### src/rtl/uart_rx_fifo_pkg.sv
// rtl/uart_rx_fifo_pkg.sv - shared UART widths, receiver state codes and FIFO operation codes
package uart_rx_fifo_pkg;

  localparam int UART_B           = 8;
  localparam int UART_FIFO_ADDR_W = 4;

  // Receiver FSM encodings, kept here so benches can decode the receiver state.
  typedef enum logic [2:0] {
    IDLE    = 3'd0,
    DESFASO = 3'd1,
    ESPERO  = 3'd2,
    RECIBO  = 3'd3,
    FIN     = 3'd4
  } uart_rx_state_e;

  // {w_edge, rd} request pair seen by the FIFO each cycle.
  typedef enum logic [1:0] {
    OP_HOLD  = 2'b00,
    OP_RD    = 2'b01,
    OP_WR    = 2'b10,
    OP_WR_RD = 2'b11
  } fifo_op_e;

endpackage

### src/rtl/fifo_ram.sv
// rtl/fifo_ram.sv - FIFO storage array: synchronous write, asynchronous read, no reset
module fifo_ram #(
  parameter int B      = 8,
  parameter int ADDR_W = 4
) (
  input  logic              clk,
  input  logic              we_i,
  input  logic [ADDR_W-1:0] waddr_i,
  input  logic [B-1:0]      wdata_i,
  input  logic [ADDR_W-1:0] raddr_i,
  output logic [B-1:0]      rdata_o
);

  logic [B-1:0] mem_q [2**ADDR_W];

  always_ff @(posedge clk) begin
    if (we_i) begin
      mem_q[waddr_i] <= wdata_i;
    end
  end

  assign rdata_o = mem_q[raddr_i];

endmodule

### src/rtl/uart_rx_fifo.sv
// rtl/uart_rx_fifo.sv - UART receive FIFO with edge-detected writes and sticky overrun
// Optional almost_full output and AF_LEVEL parameter under UART_RX_FIFO_ALMOST_FULL_EN.
module uart_rx_fifo
  import uart_rx_fifo_pkg::*;
#(
  parameter int B        = UART_B,
  parameter int ADDR_W   = UART_FIFO_ADDR_W
`ifdef UART_RX_FIFO_ALMOST_FULL_EN
  ,
  parameter int AF_LEVEL = 12
`endif
) (
  input  logic            clk,
  input  logic            reset,
  input  logic            wr,
  input  logic [B-1:0]    w_data,
  input  logic            rd,
  output logic [B-1:0]    r_data,
  output logic            empty,
  output logic            full,
  output logic [ADDR_W:0] count,
  output logic            overrun,
`ifdef UART_RX_FIFO_ALMOST_FULL_EN
  output logic            almost_full,
`endif
  input  logic            clr_ovr
);

  localparam logic [ADDR_W:0]   DEPTH   = {1'b1, {ADDR_W{1'b0}}};
  localparam logic [ADDR_W:0]   CNT_ONE = {{ADDR_W{1'b0}}, 1'b1};
  localparam logic [ADDR_W-1:0] PTR_ONE = {{(ADDR_W-1){1'b0}}, 1'b1};

  logic              wr_q, armed_q, armed_d;
  logic [ADDR_W-1:0] wr_ptr_q, wr_ptr_d;
  logic [ADDR_W-1:0] rd_ptr_q, rd_ptr_d;
  logic [ADDR_W:0]   count_q, count_d;
  logic              overrun_q, overrun_d;
  logic              w_edge, do_push, do_pop, ovr_set;
  logic              empty_c, full_c;
  fifo_op_e          op;

  assign empty_c = (count_q == '0);
  assign full_c  = (count_q == DEPTH);

  // armed_q stops a wr held high across reset from looking like a fresh edge.
  assign w_edge  = wr & ~wr_q & armed_q;
  assign armed_d = armed_q | ~wr;
  assign op      = fifo_op_e'({w_edge, rd});

  always_comb begin
    do_push = 1'b0;
    do_pop  = 1'b0;
    ovr_set = 1'b0;
    unique case (op)
      OP_WR: begin
        if (full_c) ovr_set = 1'b1;
        else        do_push = 1'b1;
      end
      OP_RD: begin
        do_pop = ~empty_c;
      end
      OP_WR_RD: begin
        // An empty FIFO has no head to pop yet; full plus pop frees the slot being written.
        do_push = 1'b1;
        do_pop  = ~empty_c;
      end
      default: ;
    endcase
  end

  always_comb begin
    wr_ptr_d  = wr_ptr_q;
    rd_ptr_d  = rd_ptr_q;
    count_d   = count_q;
    overrun_d = overrun_q;
    if (do_push) wr_ptr_d = wr_ptr_q + PTR_ONE;
    if (do_pop)  rd_ptr_d = rd_ptr_q + PTR_ONE;
    if (do_push && !do_pop)      count_d = count_q + CNT_ONE;
    else if (do_pop && !do_push) count_d = count_q - CNT_ONE;
    if (ovr_set)      overrun_d = 1'b1;
    else if (clr_ovr) overrun_d = 1'b0;
  end

  always_ff @(posedge clk) begin
    if (reset) begin
      wr_q      <= 1'b0;
      armed_q   <= ~wr;
      wr_ptr_q  <= '0;
      rd_ptr_q  <= '0;
      count_q   <= '0;
      overrun_q <= 1'b0;
    end else begin
      wr_q      <= wr;
      armed_q   <= armed_d;
      wr_ptr_q  <= wr_ptr_d;
      rd_ptr_q  <= rd_ptr_d;
      count_q   <= count_d;
      overrun_q <= overrun_d;
    end
  end

`ifdef UART_RX_FIFO_ALMOST_FULL_EN
  localparam logic [ADDR_W:0] AF_CNT = AF_LEVEL[ADDR_W:0];
  logic almost_full_q;

  always_ff @(posedge clk) begin
    if (reset) almost_full_q <= 1'b0;
    else       almost_full_q <= (count_q >= AF_CNT);
  end

  assign almost_full = almost_full_q;
`endif

  fifo_ram #(
    .B      (B),
    .ADDR_W (ADDR_W)
  ) u_ram (
    .clk     (clk),
    .we_i    (do_push),
    .waddr_i (wr_ptr_q),
    .wdata_i (w_data),
    .raddr_i (rd_ptr_q),
    .rdata_o (r_data)
  );

  assign empty   = empty_c;
  assign full    = full_c;
  assign count   = count_q;
  assign overrun = overrun_q;

endmodule

### config.mk
export PLATFORM = sky130hd
export DESIGN_NAME = uart_rx_fifo
export DESIGN_NICKNAME = d
export VERILOG_FILES = /design/src/rtl/uart_rx_fifo_pkg.sv /design/src/rtl/fifo_ram.sv /design/src/rtl/uart_rx_fifo.sv
export SDC_FILE = /design/constraint.sdc
export NUM_CORES = 1
export LEC_CHECK = 0
export ABC_AREA = 1
export CORE_AREA = 2 2 124 126
export CTS_CLUSTER_DIAMETER = 30
export DETAILED_ROUTE_END_ITERATION = 8
export DIE_AREA = 0 0 126 128
export GPL_ROUTABILITY_DRIVEN = 0
export PLACE_DENSITY = 0.7
export SLEW_MARGIN = 10
export SYNTH_ARGS = -nofsm -noshare
export SYNTH_HDL_FRONTEND = slang
export SYNTH_HIERARCHICAL = 1
export SYNTH_SLANG_ARGS = --single-unit
### constraint.sdc
create_clock -name clk -period 2.6 [get_ports clk]
set_input_delay 0.26 -clock clk [delete_from_list [all_inputs] [get_ports clk]]
set_output_delay 0.26 -clock clk [all_outputs]
set_load 0.05 [all_outputs]
==> reports/metrics.yaml, run 1 <==
syn_area_sq_mm: 0.006494
insertedDiodeCount: 0
synth.net_count: 684
skew_ns: 0.006884
io_buffer_count: 28
status: "complete, no violations"
clk_latency_ns: 0.42
synth-seq-cells: 144
setup_violations: 0
numCtsBuffers: 17
grt.overflow.total: 0
synth_cells: 664
start_util: 0.4369
clock-sinks: 144
multi_input_area_sq_mm: 0.001717
fill_cells: 1299
antenna_left: 0
syn_avg_cell_area_sq_um: 9.780
combPwrFrac: 0.316
grt_pass1_vias: 4492
final_layout_size_suffix_gt1_frac: 0.09722
p_leak_nw: 3.251
power_density_mw_per_mm2: 960.2
post-route-period-util: 0.9148
hold_viol_final: 0
ios: 29
max_freq_mhz: 420.4
final_nets: 728
die-area_sq_mm: 0.01613
required_ns: 2.34
whs_ns: 0.3925
yosysWarnings: 6
cts-root-buf: "clkbuf_16"
clkTransAtPathRegs_ns: 0.06
drc: 0
max_stage_delay_ns: 0.37
core_sq_mm: 0.01486
p_int_mw: 4.678
crit_chain: "inv_2 -> buf_4 -> nand2_1 -> nand2_1 -> nand2_1 -> nand3_1 -> nand3_1 -> nand2_1 -> buf_4"
grt_start_max_net_pins: 69
period_needed_ns: 2.379
stdcell_count: 908
final.setup.worst_slack_ns: 0.2215
p_seq_frac: 0.371
critical_path_class: "reg2out"
preCtsSetupSlack_ns: 0.05515
cp_common_cell: "nand2_1"
drv_slew: 0
synth.top_cell.area_share: 0.5919
max_cap_violations: 0
syn2layout_area_growth_pct: 16.30
tns_ns: 0
ys_types: 27
slowest_stage: "inv_2"
switching_share: 0.3548
placed_cells: 877
end_kind: "output pin"
cts_tree: "done"
cts_setup_buffers: 0
antenna_found_initial: 0
ys_top_cells_by_area: "edfxtp_1, nand2_1, nand3_1, inv_1, dfxtp_1"
clkPwrFrac: 0.313
worstMarginPinSlew_ns: 0.7049
die_x_um: 126
yosysSeqAreaShare: 0.6412
crit_arrival_ns: 2.12
start_kind: "flop"
yosysTopAreaCell: "edfxtp_1"
drt_first_pass_iters: 5
vias_per_cell: 5.088
crit_fanout: 26
grt_pass1_wl_um: 22710
drt-initial-drc-count: 577
min_path_type: "in2reg"
wire_per_inst_um: 15.68
wirelength_um: 14240
h-tree-depth: 4
layout.area.seq_sq_mm: 0.004165
die_h_um: 128
via_count: 4620
rsz0062_at_grt: "no"
globalRouteTotalUtil: 0.1862
cts_max_path_buffers: 2
row_count: 45
p_switching_mw: 2.573
ir_drop_mv: 0.7493
slew_headroom: 0.5286
post-dp-hpwl_um: 8861
## critical path: cells and delay by family (launching register included)
| kind | cells | cell delay [ns] |
|---|---|---|
| buf+inv | 3 | 0.81 |
| simple gates | 6 | 0.56 |
| flops | 1 | 0.33 |
## registers in the layout (all words and copies together), names as in the netlist
name         flops
wr_q             1
overrun          1
wr_ptr_q         4
count            5
armed_q          1
u_ram/mem_q    128
rd_ptr_q         4
## area by class of cell
| class | instances | share of cell area |
|---|---|---|
| clock inverter | 13 | 0.01607 |
| multi-input combinational | 377 | 0.2273 |
| clock buffer | 18 | 0.05683 |
| tap | 188 | 0.03115 |
| sequential | 144 | 0.5515 |
| inverter | 118 | 0.05865 |
| timing repair buffer | 50 | 0.05848 |
## through the flow
step	utilization	power, mW	cell area, sq um
floorplan	-	4.416	6494
global placement	0.4708	4.923	6998
detailed placement	0.4708	4.994	6998
CTS	0.5078	7.272	7548
global route	0.5081	7.593	7552
finish	0.5081	7.251	7552
## path summary, 6_finish.rpt
| kind | to | cells past startpoint | slack (ns) | startpoint |
|---|---|---|---|---|
| hold / removal | armed_q | 2 | 0.39 | wr |
| hold reg to reg | overrun | 2 | 0.46 | overrun |
| setup reg to reg | count[3] | 13 | 0.27 | count[0] |
| setup / recovery | r_data[0] | 9 | 0.22 | rd_ptr_q[0] |
## power groups by stage
stage	registers, mW	logic [mW]	clock network, mW
3_5_place_dp	2.74	2.26	0
5_1_grt	2.70	2.48	2.41
2_1_floorplan	2.86	1.55	0
6_report	2.69	2.29	2.27
3_3_place_gp	2.73	2.19	0
4_1_cts	2.69	2.28	2.31
## metal layers
layer / vias to the layer above / part of all wire / GRT usage
met1: 2196 / 0.42 / 0.2281
li1: 2226 / - / -
met4: 0 / 0.029 / 0.08727
met5: - / 0 / 0
met2: 161 / 0.48 / 0.3090
met3: 37 / 0.065 / 0.04967
## cells by family after synthesis
logic type / count (synthesis) / synth area share
AO/OA/AOI/OAI: 14 / 0.01079
XOR/XNOR: 4 / 0.005396
adder cells (fa/ha/maj): 7 / 0.01464
buffers and inverters: 143 / 0.09441
flip-flops: 144 / 0.6412
AND/OR/NAND/NOR: 352 / 0.2335
## synthesized netlist by cell type (all sizes together)
master	count
nand3	106
fa	1
buf	24
a21oi	8
nor2	37
nand3b	3
xor2	3
o21ai	6
edfxtp	128
clkbuf	1
xnor2	1
dfxtp	16
nand2	202
inv	118
or2	1
nor3	1
ha	6
nand4	2
## cells in the final DEF, fill, tap and decap left out, types with 3 or more instances in the layout
cell type,n
a21oi_1,8
buf_4,28
clkbuf_16,17
clkdlybuf4s50_1,20
clkinv_1,4
clkinv_2,3
clkinvlp_4,3
dfxtp_1,15
edfxtp_1,128
ha_1,6
inv_1,112
inv_2,6
nand2_1,200
nand3_1,105
nand3b_1,3
nor2_1,35
o21ai_0,4
xor2_1,3
## repair_timing
action,CTS,global route
setup endpoints to repair,0,1
hold buffers,0,0
resized for setup,0,1
No activity file was read; power rests on OpenSTA's default activity.
==> run 2, diff against run 1 <==
--- a/config.mk
+++ b/config.mk
@@ -6,12 +6,12 @@
 export NUM_CORES = 1
 export LEC_CHECK = 0
 export ABC_AREA = 1
-export CORE_AREA = 2 2 124 126
+export CORE_AREA = 2 2 153 155
 export CTS_CLUSTER_DIAMETER = 30
 export DETAILED_ROUTE_END_ITERATION = 8
-export DIE_AREA = 0 0 126 128
+export DIE_AREA = 0 0 155 157
 export GPL_ROUTABILITY_DRIVEN = 0
-export PLACE_DENSITY = 0.7
+export PLACE_DENSITY = 0.53
 export SLEW_MARGIN = 10
 export SYNTH_ARGS = -nofsm -noshare
 export SYNTH_HDL_FRONTEND = slang
==> reports/metrics.yaml, run 2 (synthesis gave the netlist of run 1 again) <==
status: "complete, no violations"
insertedDiodeCount: 0  # unchanged
io_buffer_count: 28  # unchanged
drv_slew: 0  # unchanged
final_nets: 730  # +0.27%
cts_setup_buffers: 0  # unchanged
clock-sinks: 144  # unchanged
setup_violations: 0  # unchanged
fill_cells: 2265  # +74%
end_kind: "output pin"
wire_per_inst_um: 14.81  # -5.5%
placed_cell_area_sq_mm: 0.007147  # +2.1%
start_util: 0.2886  # -0.1483
period_needed_ns: 2.354  # -0.02407 ns
crit_arrival_ns: 2.09  # -0.03 ns
drt-initial-drc-count: 302  # -48%
globalRouteTotalUtil: 0.1289  # -0.05730
clk_latency_ns: 0.43  # about the same
ir_drop_mv: 0.9382  # +25%
ios: 29  # unchanged
utilization: 0.3425  # -0.1656
grt.overflow.total: 0  # unchanged
layout_commonest_cell: "nand2_1"
reg2reg_to: "count[4]"
cts_max_path_buffers: 2  # unchanged
post-dp-hpwl_um: 9097  # +2.7%
grt_start_max_net_pins: 65  # -5.8%
min_path_type: "in2reg"
max_freq_mhz: 424.7  # +1.0%
die-area_sq_mm: 0.02434  # +51%
antenna_found_initial: 0  # unchanged
syn2layout_area_growth_pct: 18.69
max_cap_violations: 0  # unchanged
die_x_um: 155  # +23%
critical_path_class: "reg2out"
required_ns: 2.34  # about the same
skew_ns: 0.01439  # +0.007507 ns
preCtsSetupSlack_ns: 0.1411  # +0.08592 ns
via_count: 4422  # -4.3%
grt_pass1_vias: 4122  # -8.2%
h-tree-depth: 4  # unchanged
vias_per_cell: 4.387  # -14%
final_cell_mix: "nand2_1, edfxtp_1, inv_1"
die_h_um: 157  # +23%
min_path_cells: 2  # unchanged
drc: 0  # unchanged
p_leak_nw: 3.279  # +0.87%
grt_pass1_wl_um: 23360  # +2.8%
stdcell_count: 1008  # +11%
tns_ns: 0  # unchanged
holdBufCountCts: 0  # unchanged
power_density_mw_per_mm2: 942.3  # -1.9%
r2r_cells: 13  # unchanged
worstMarginPinSlew_ns: 0.7043  # -0.0006704 ns
whs_ns: 0.3977  # +0.005161 ns
cts_tree: "done"
final_layout_size_suffix_gt1_frac: 0.1065  # +0.009278
slew_headroom: 0.5290  # about the same
rsz0062_at_grt: "no"
top_register: "u_ram/mem_q"
final.setup.worst_slack_ns: 0.2456  # +0.02407 ns
row_count: 55  # +22%
largest_reg_flops: 128  # unchanged
placed_cells: 976  # +11%
hold_viol_final: 0  # unchanged
min_from: "wr"
cts_resized: 0  # unchanged
core_sq_mm: 0.02250  # +51%
finalPower_mw: 7.263  # +0.16%
cts-root-buf: "clkbuf_16"
clkTransAtPathRegs_ns: 0.05  # about the same
drt_first_pass_iters: 4  # -1
fin_area_sq_mm: 0.007707  # +2.1%
crit_fanout: 64  # +150%
wirelength_um: 14930  # +4.9%
antenna_left: 0  # unchanged
reg2reg_slack_ns: 0.38  # +0.11 ns
numCtsBuffers: 17  # unchanged
post-route-period-util: 0.9056  # -0.009257
reg2reg_from: "count[0]"
start_kind: "flop"
min_to: "armed_q"
## run 2: how the worst max path moves through the flow
stage                startpoint         to  slack, ns  depth (start not counted)
floorplan              count[4]   count[4]       0.34                         12
global placement             rd   count[4]       0.19                         14
detailed placement           rd   count[4]       0.14                         14
CTS                 rd_ptr_q[0]  r_data[1]       0.24                          8
global route        rd_ptr_q[0]  r_data[7]       0.10                          8
finish              rd_ptr_q[0]  r_data[1]       0.25                          8
## run 2: critical path, cell delays in order (launching register included)
cell     delay (ns)
dfxtp_2        0.55
inv_2          0.08
buf_12         0.22
nand2_1        0.09
nand3_1        0.10
nand3_1        0.13
nand3_1        0.15
nand2_1        0.14
buf_4          0.21
## run 2: report_power, final
part / switching, mW / leakage (nW) / internal (mW)
Clock: 0.981 / 0.276 / 1.33
Combinational: 1.54 / 1.72 / 0.694
Sequential: 0.116 / 1.28 / 2.60
## run 2: layout make-up
type / instances / area [sq um] / share of cell area
Sequential cell: 144 / 4165 / 0.5404
Multi-Input combinational cell: 377 / 1717 / 0.2227
Timing Repair Buffer: 52 / 465.4 / 0.06039
Inverter: 118 / 442.9 / 0.05747
Clock buffer: 18 / 429.2 / 0.05568
Tap cell: 285 / 356.6 / 0.04627
Clock inverter: 14 / 131.4 / 0.01705
## run 2: layer usage
layer / share of wire / wire, um / vias up / global-route usage
met3: 0.053 / 797 / 11 / 0.03497
met1: 0.47 / 7073 / 2093 / 0.1718
met5: 0 / 0 / - / 0
met4: 0.0099 / 148 / 0 / 0.04101
met2: 0.46 / 6910 / 92 / 0.2047
li1: - / - / 2226 / -
